[src/rtl/riscv_pkg.sv]
// Shared fetch/decode types: instruction and PC widths, reset PC, fetch entry record.
package riscv_pkg;

  localparam int XLEN_INSTR = 32;
  localparam int PC_W       = 32;

  localparam logic [PC_W-1:0] DEFAULT_RESET_PC = 32'h0000_0000;

  // One prefetched instruction together with the byte address it came from.
  typedef struct packed {
    logic [PC_W-1:0]       pc;
    logic [XLEN_INSTR-1:0] instr;
  } fetch_entry_t;

  localparam int FETCH_ENTRY_W = PC_W + XLEN_INSTR;

  // Instruction addresses are always word aligned; low two bits are dropped.
  function automatic logic [PC_W-1:0] align_pc(input logic [PC_W-1:0] addr);
    return {addr[PC_W-1:2], 2'b00};
  endfunction

endpackage

[src/rtl/fetch_fifo.sv]
// Small synchronous FIFO holding prefetched instructions. The head entry is
// read straight from registered storage so the consumer never sees a
// combinational path from the write port.
module fetch_fifo #(
  parameter int DEPTH = 4,
  parameter int WIDTH = 64,
  localparam int AW = $clog2(DEPTH),
  localparam int CW = AW + 1
) (
  input  logic             clock,
  input  logic             reset,
  input  logic             clear_i,
  input  logic             push_i,
  input  logic [WIDTH-1:0] push_data_i,
  input  logic             pop_i,
  output logic [WIDTH-1:0] pop_data_o,
  output logic             empty_o,
  output logic [CW-1:0]    count_o
);

  logic [WIDTH-1:0] mem_q [DEPTH];
  logic [AW-1:0]    wr_ptr_q, wr_ptr_d;
  logic [AW-1:0]    rd_ptr_q, rd_ptr_d;
  logic [CW-1:0]    count_q, count_d;
  logic             push_ok;
  logic             pop_ok;

  assign push_ok = push_i && (count_q != CW'(DEPTH));
  assign pop_ok  = pop_i && (count_q != '0);

  // Pointer and occupancy next-state; DEPTH is a power of two so pointers wrap naturally.
  always_comb begin
    wr_ptr_d = wr_ptr_q;
    rd_ptr_d = rd_ptr_q;
    count_d  = count_q;
    if (push_ok) wr_ptr_d = wr_ptr_q + AW'(1);
    if (pop_ok)  rd_ptr_d = rd_ptr_q + AW'(1);
    if (push_ok && !pop_ok)      count_d = count_q + CW'(1);
    else if (pop_ok && !push_ok) count_d = count_q - CW'(1);
  end

  // Control state; a clear empties the queue exactly like reset.
  always_ff @(posedge clock) begin
    if (reset || clear_i) begin
      wr_ptr_q <= '0;
      rd_ptr_q <= '0;
      count_q  <= '0;
    end else begin
      wr_ptr_q <= wr_ptr_d;
      rd_ptr_q <= rd_ptr_d;
      count_q  <= count_d;
    end
  end

  // Entry storage; contents need no reset because count gates visibility.
  always_ff @(posedge clock) begin
    if (push_ok) mem_q[wr_ptr_q] <= push_data_i;
  end

  assign pop_data_o = mem_q[rd_ptr_q];
  assign empty_o    = (count_q == '0);
  assign count_o    = count_q;

endmodule

[src/rtl/instr_fetch_unit.sv]
// Instruction fetch front end: issues sequential word fetches, tracks the
// single in-flight request, squashes it on redirect and buffers responses in
// a prefetch queue feeding decode.
module instr_fetch_unit
  import riscv_pkg::*;
#(
  parameter int          DEPTH    = 4,
  parameter logic [31:0] RESET_PC = DEFAULT_RESET_PC,
  localparam int CW = $clog2(DEPTH) + 1
) (
  input  logic          clock,
  input  logic          reset,
  output logic          imem_req,
  output logic [31:0]   imem_addr,
  input  logic [31:0]   imem_rdata,
  input  logic          redirect_valid,
  input  logic [31:0]   redirect_pc,
  output logic          out_valid,
  input  logic          out_ready,
  output logic [31:0]   out_instr,
  output logic [31:0]   out_pc,
  output logic [CW-1:0] fifo_count
);

  logic [PC_W-1:0] pc_q, pc_d;
  logic            inflight_q, inflight_d;
  logic [PC_W-1:0] inflight_pc_q, inflight_pc_d;

  logic [CW-1:0]   count_raw;
  logic            fifo_empty;
  logic [CW:0]     occupancy;
  logic            pop;
  fetch_entry_t    push_entry;
  fetch_entry_t    head_entry;
  logic [FETCH_ENTRY_W-1:0] head_bits;

  // Slots already claimed: stored entries plus the response still on its way.
  // A pop this cycle deliberately does not free a slot for this cycle's request.
  assign occupancy = {1'b0, count_raw} + (CW+1)'(inflight_q);
  assign imem_req  = !reset && !redirect_valid && (occupancy < (CW+1)'(DEPTH));
  assign imem_addr = pc_q;

  assign out_valid  = !reset && !fifo_empty;
  assign pop        = out_valid && out_ready;
  assign head_entry = fetch_entry_t'(head_bits);
  assign out_instr  = out_valid ? head_entry.instr : '0;
  assign out_pc     = out_valid ? head_entry.pc    : '0;
  assign fifo_count = reset ? '0 : count_raw;

  assign push_entry.pc    = inflight_pc_q;
  assign push_entry.instr = imem_rdata;

  // Next-fetch PC and in-flight tracking; a redirect blocks this cycle's
  // request, so nothing issued before it can land after the flush.
  always_comb begin
    pc_d          = pc_q;
    inflight_d    = imem_req;
    inflight_pc_d = inflight_pc_q;
    if (redirect_valid) begin
      pc_d = align_pc(redirect_pc);
    end else if (imem_req) begin
      pc_d          = pc_q + 32'd4;
      inflight_pc_d = pc_q;
    end
  end

  // Fetch state registers; reset drops any outstanding response.
  always_ff @(posedge clock) begin
    if (reset) begin
      pc_q          <= align_pc(RESET_PC);
      inflight_q    <= 1'b0;
      inflight_pc_q <= '0;
    end else begin
      pc_q          <= pc_d;
      inflight_q    <= inflight_d;
      inflight_pc_q <= inflight_pc_d;
    end
  end

  fetch_fifo #(
    .DEPTH (DEPTH),
    .WIDTH (FETCH_ENTRY_W)
  ) u_fifo (
    .clock       (clock),
    .reset       (reset),
    .clear_i     (redirect_valid),
    .push_i      (inflight_q),
    .push_data_i (push_entry),
    .pop_i       (pop),
    .pop_data_o  (head_bits),
    .empty_o     (fifo_empty),
    .count_o     (count_raw)
  );

endmodule
[config.mk]
export PLATFORM = sky130hd
export DESIGN_NAME = instr_fetch_unit
export DESIGN_NICKNAME = d
export VERILOG_FILES = /design/src/rtl/riscv_pkg.sv /design/src/rtl/fetch_fifo.sv /design/src/rtl/instr_fetch_unit.sv
export SDC_FILE = /design/constraint.sdc
export NUM_CORES = 1
export LEC_CHECK = 0
export CORE_UTILIZATION = 37
export CTS_CLUSTER_SIZE = 25
export DETAILED_ROUTE_END_ITERATION = 10
export GPL_ROUTABILITY_DRIVEN = 0
export SLEW_MARGIN = 40
export SYNTH_ARGS = -nofsm -noshare
export SYNTH_HDL_FRONTEND = slang
export SYNTH_SLANG_ARGS = --single-unit
[constraint.sdc]
create_clock -name clock -period 2.75 [get_ports clock]
set_clock_uncertainty 0.1 [all_clocks]
set_input_delay 0.4125 -clock clock [delete_from_list [all_inputs] [get_ports clock]]
set_output_delay 0.4125 -clock clock [all_outputs]
set_load 0.005 [all_outputs]
# After elaboration in Yosys (flattened, before gate mapping)
# Memories as Yosys holds them, arrays and structs flattened. A register that Yosys moved wholly into a read port is not among the register bits.
# Cells that the tools add are included.
[classes]
n_bitwise = 1
reduce_logical = 20
eq_ne = 1
addsub = 6
order_cmp = 1
n_mux = 11
[op_table]
columns = ["cell", "count"]
rows = [
  ["$mux W32", 4],
  ["$add A32 B3 Y32 const B", 1],
  ["$mux W3", 3],
  ["$logic_and A1 B1 Y1", 8],
  ["$logic_not A1 Y1", 5],
  ["$add A2 B1 Y2 const B", 2],
  ["$add A3 B1 Y4", 1],
  ["$lt A4 B3 Y1 const B", 1],
  ["$mux W2", 2],
  ["$reduce_bool A2 Y1", 2],
  ["$add A3 B1 Y3 const B", 1],
  ["$logic_not A3 Y1", 1],
  ["$ne A3 B3 Y1 const B", 1],
  ["$reduce_bool A3 Y1", 1],
  ["$sub A3 B1 Y3 const B", 1],
  ["$mux W1", 2],
  ["$reduce_and A2 Y1", 1],
  ["$reduce_or A2 Y1", 1],
  ["$logic_or A1 B1 Y1", 1],
  ["$not A1 Y1", 1],
]
[word_totals]
out_inout_bits = 101
elab_cells = 48
memories = 1
ramBits = 256
ff_bits = 72
[memory_table]
columns = ["memory", "depth", "word_bits", "rd", "rd_ports_with_merged_regs", "write_ports", "line", "source"]
rows = [
  ["u_fifo.mem_q", 4, 64, 1, 1, 1, "fetch_fifo.sv:21", "logic [WIDTH-1:0] mem_q [DEPTH];"],
]

# Depth between registers and ports, before layout
[logic_depth]
depth_word = 8
depth_mapped = 11

# Cells and area by module
# Synthesis repeated with hierarchy kept, for this count alone.
[hier_totals]
hier_cells = 828
hier_area_um2 = 12998.7
[modules_own_cells]
columns = ["module", "instances", "area_each_um2", "cells_each"]
rows = [
  ["fetch_fifo", 1, 9691.8, 383],
  ["instr_fetch_unit", 1, 3306.9, 445],
]

# Worst setup path before layout
# OpenSTA, ideal clock, no wires.
[synth_timing]
path_kind = "register -> register"
from = "register u_fifo.count_q[0] (netlist: u_fifo.count_o[0])"
to = "memory u_fifo.mem_q[1][0] (enable)"
slack_ns = -0.172
arrival_ns = 2.396
setup_ns = 0.426
path_stages_with_launch = 4
period_less_slack_ns = 2.922
n_path_buf = 0
path_cell_list = "dfxtp_1 > nor2_1 > a21boi_1 > and2_1"
[synth_via]
elab_chain_len = 4
[synth_rtl]
columns = ["element", "line", "source"]
rows = [
  ["start, declared", "fetch_fifo.sv:24", "logic [CW-1:0] count_q, count_d;"],
  ["start signal, assigned", "fetch_fifo.sv:51", "count_q <= count_d;"],
  ["$ne A3 B3 Y1", "fetch_fifo.sv:28", "assign push_ok = push_i && (count_q != CW'(DEPTH));"],
  ["$logic_and A1 B1 Y1", "fetch_fifo.sv:28", ""],
  ["via u_fifo.push_ok", "fetch_fifo.sv:25", "logic push_ok;"],
  ["$mux W1", "fetch_fifo.sv:57", "if (push_ok) mem_q[wr_ptr_q] <= push_data_i;"],
  ["$mux W1 (implied by the code)", "fetch_fifo.sv:57", ""],
  ["end, declared", "fetch_fifo.sv:21", ""],
]
# The timed path passes the listed nets, and every way through them passes these cells.

# Worst setup path in the final report
[layout_timing]
from = "register u_fifo.count_q[2] (netlist: u_fifo.count_o[2])"
to = "output port out_instr[7]"
[layout_via]
elab_chain_len = 4
[layout_rtl]
columns = ["element", "line", "source"]
rows = [
  ["$logic_not A3 Y1", "fetch_fifo.sv:61", "assign empty_o = (count_q == '0);"],
  ["$logic_not A1 Y1", "instr_fetch_unit.sv:43", "assign out_valid = !reset && !fifo_empty;"],
  ["$logic_and A1 B1 Y1", "instr_fetch_unit.sv:43", ""],
  ["$mux W32", "instr_fetch_unit.sv:46", "assign out_instr = out_valid ? head_entry.instr : '0;"],
  ["end, declared", "instr_fetch_unit.sv:20", "output logic [31:0] out_instr,"],
]
# Every way passes these cells.

==> metrics.log <==
[metrics] internal power consumption: 8.60 mW
[metrics] # setup viols final: 29
[metrics] maximum buffer depth of the clock tree: 3
[metrics] final routed DRC violation total: 0
[metrics] count of standard-cell rows: 67
[metrics] Power Dens Cells: 645 mW/mm^2
[metrics] worst setup path class: reg2out
[metrics] number of buffers added on ports: 162
[metrics] post-route antenna net violation count: 0
[metrics] post-route fraction of the period consumed by the critical path: 102%
[metrics] leading cell type in the layout, fill and taps excluded: sky130_fd_sc_hd__edfxtp_1
[metrics] Top FF cell, synth: sky130_fd_sc_hd__edfxtp_1
[metrics] Max FO, Critical Path: 6
[metrics] share of total power in the clock network: 43.4%
[metrics] mean number of vias per cell: 5.02
[metrics] number of warnings reported in the yosys synthesis log: 0
[metrics] power share of the sequential group: 49.5%
[metrics] min-delay worst type: in2reg
[metrics] number of max-capacitance violations reported: 0
[metrics] number of ports placed on the die boundary: 169
[metrics] Gate Count Post-Synth: 801
[metrics] Final Worst Setup Slack: -0.0571 ns
[metrics] WL per Instance: 19.3 um
[metrics] number of buffers inserted by hold repair at cts: 0
[metrics] clock sinks: 318
[metrics] clock input transition at the sequential cells of the worst setup and hold paths: 0.06 ns
[metrics] Worst IR Drop VDD: 0.445 mV
[metrics] vias in the first global route: 7518
[metrics] Core Box Area: 0.0336 mm^2
[metrics] count of H-tree levels built during CTS: 2
[metrics] sum of overflow across all layers after global routing: 0
[metrics] async set-or-reset flop fraction in the synthesized netlist: 0%
[metrics] max-slew violation total from the final report: 0
[metrics] CTS tree: done
[metrics] antenna diode instance count: 0
[metrics] switch share: 20.7%
[metrics] Layout Nets: 1105
[metrics] total CTS buffers: 35
[metrics] data required time of the critical path: 2.24 ns
[metrics] area of the multi-input gates: 0.00366 mm^2
[metrics] final total power: 10.8 mW
[metrics] unrepaired setup endpoints after global routing: yes
[metrics] Min Clock Period, post-route: 2.81 ns
[metrics] synthesis-stage register bit count: 318
[metrics] type of destination of the critical path: output port
[metrics] syn_area_per_cell: 15.8 um^2
[metrics] startpoint types: flop
[metrics] distinct cell type count after synthesis: 49
[metrics] 1st-pass router iterations: 4
[metrics] post-detailed-routing wire length: 29000 um
[metrics] most area-consuming cells after synthesis: sky130_fd_sc_hd__edfxtp_1 (59%), sky130_fd_sc_hd__dfxtp_1 (11%), sky130_fd_sc_hd__mux4_2 (11%)
[metrics] Mapped Area: 0.0127 mm^2
[metrics] Critical Path AT: 2.29 ns
[metrics] post-detail-place hpwl: 17500 um
[metrics] relative area change from synthesis to final layout: 32.6%
[metrics] worst hold-check slack: 0.267 ns
[metrics] Sw Pwr: 2.24 mW
[metrics] number of antenna violations at the first check in global routing: 1
[metrics] number of flops mapped to enable cells by yosys: 248
[metrics] result of the run: complete, but fails checks
[metrics] combinational cell fraction of total power: 7.1%
[metrics] area of the die: 0.0350 mm^2
[metrics] clk_lat worst skew: 0.50 ns
[metrics] Seq/Total Area, Yosys: 69.8%
[metrics] Initial Util: 37.7%
[metrics] total global-route track usage: 16.6%
[metrics] fraction of final layout cells with drive strength greater than 1: 22.0%
[metrics] cell type contributing the most total cell area after synthesis: sky130_fd_sc_hd__edfxtp_1
[metrics] area of all sequential standard cells: 0.00886 mm^2
[metrics] transition time at the pin with the least slew margin: 0.692 ns
[metrics] height of the die: 187 um
[metrics] clock root cell: sky130_fd_sc_hd__clkbuf_16
[metrics] most frequent cells in the layout: sky130_fd_sc_hd__edfxtp_1 (248), sky130_fd_sc_hd__clkdlybuf4s50_1 (99), sky130_fd_sc_hd__nand2_1 (86)
[metrics] violations in the final reports: negative setup slack
[metrics] share of the synthesized area in the top cell type: 58.7%
[metrics] Total Negative Setup Slacks: -0.619 ns
[metrics] maximum clock frequency: 356 MHz
[metrics] initial drt markers: 438
[metrics] Leak: 6.16 nW
[metrics] DR vias: 7537
[metrics] headroom to the max-slew limit: 53.8%
[metrics] width of the die: 187 um
[metrics] first-pass GRT wire length: 44800 um
[metrics] largest net degree at the start of global routing: 61
[metrics] final number of hold-violating endpoints: 0
[metrics] Layout fillers: 2860
-- metal layers --
metal / track usage (%) / share of wire, % / vias to the layer above
met5: 0 / 0 / -
met4: 4.32 / 1.9 / 0
met3: 3.25 / 5.0 / 41
met2: 25.6 / 45 / 201
met1: 24.1 / 48 / 3789
li1: - / - / 3506
-- cell usage after synthesis (all sizes together), types with 2 or more instances --
cell / instances
nor2b: 3
o22ai: 11
a311oi: 2
and2: 72
clkbuf: 34
nor3: 5
and3: 7
mux2i: 4
buf: 14
xnor2: 23
a21oi: 45
ha: 6
nand3: 11
nand4: 8
inv: 10
or3: 4
or4: 2
nand2: 86
a31oi: 8
nor2: 25
nor4: 10
a211oi: 6
edfxtp: 248
mux4: 62
and4: 4
xor2: 6
o21ai: 5
dfxtp: 70
-- state kept, by name, indices dropped and copies added, names as in the netlist, named ones only --
register	cells
u_fifo.mem_q	248
imem_addr	30
inflight_pc_q	30
u_fifo.count_o	3
u_fifo.rd_ptr_q	2
u_fifo.wr_ptr_q	2
inflight_q	1
-- critical path: stages, from the launching register on --
cell and delay [ns]:
sky130_fd_sc_hd__dfxtp_4 0.36, sky130_fd_sc_hd__nor2b_1 0.14, sky130_fd_sc_hd__or3_4 0.43, sky130_fd_sc_hd__buf_12 0.16, sky130_fd_sc_hd__buf_16 0.14, sky130_fd_sc_hd__buf_4 0.15, sky130_fd_sc_hd__buf_4 0.13, sky130_fd_sc_hd__and2_1 0.12
sky130_fd_sc_hd__dlymetal6s2s_1 0.14
-- repair_timing --
action                     in CTS  in global routing
setup endpoints to repair      63                 21
buffers inserted                7                 29
cloned                          3                  2
gates resized for setup        62                 53
pin swaps                       1                 11
-- power by group through the flow --
stage          clock network, mW  registers [mW]  logic (mW)
2_1_floorplan                  0            5.45       0.305
3_3_place_gp                   0            5.46       0.694
5_1_grt                     5.03            5.38       0.830
6_report                    4.71            5.36       0.766
4_1_cts                     4.83            5.36       0.740
3_5_place_dp                   0            5.47       0.698
-- area by class of cell --
class,count,area share [%]
Clock buffer,44,5.84
Tap cell,448,3.33
Sequential cell,318,52.7
Clock inverter,15,1.07
Inverter,10,0.223
Timing Repair Buffer,237,15.0
Multi-Input combinational cell,428,21.8
-- cells by family after synthesis --
kind of cell / after synthesis / share of synthesized area [%]
compound gates: 81 / 3.83
xor+xnor: 29 / 2.00
fa+ha+maj: 7 / 0.750
buf+inv: 58 / 1.93
flops: 318 / 69.8
mux: 67 / 11.4
other cells: 1 / 0.0296
simple gates: 240 / 10.3
-- final timing paths --
check	endpoint	from	slack, ns	depth (start not counted)
max	out_instr[7]	u_fifo.count_o[2]	-0.06	8
min reg2reg	inflight_pc_q[22]	inflight_pc_q[22]	0.40	2
min	imem_addr[10]	reset	0.27	4
max reg2reg	u_fifo.count_o[2]	u_fifo.count_o[2]	0.28	9
-- metrics by stage --
stage,instances,cell area [um^2],utilization (%),setup slack [ns]
floorplan,804,12700,-,0.108
global placement,1401,15100,44.9,0.0928
detailed placement,1401,15100,44.9,0.0675
CTS,1470,16400,48.8,-0.165
global route,1500,16800,50.0,-0.127
finish,1500,16800,50.0,-0.0571
Note: power is estimated with default switching activity, not from simulation.
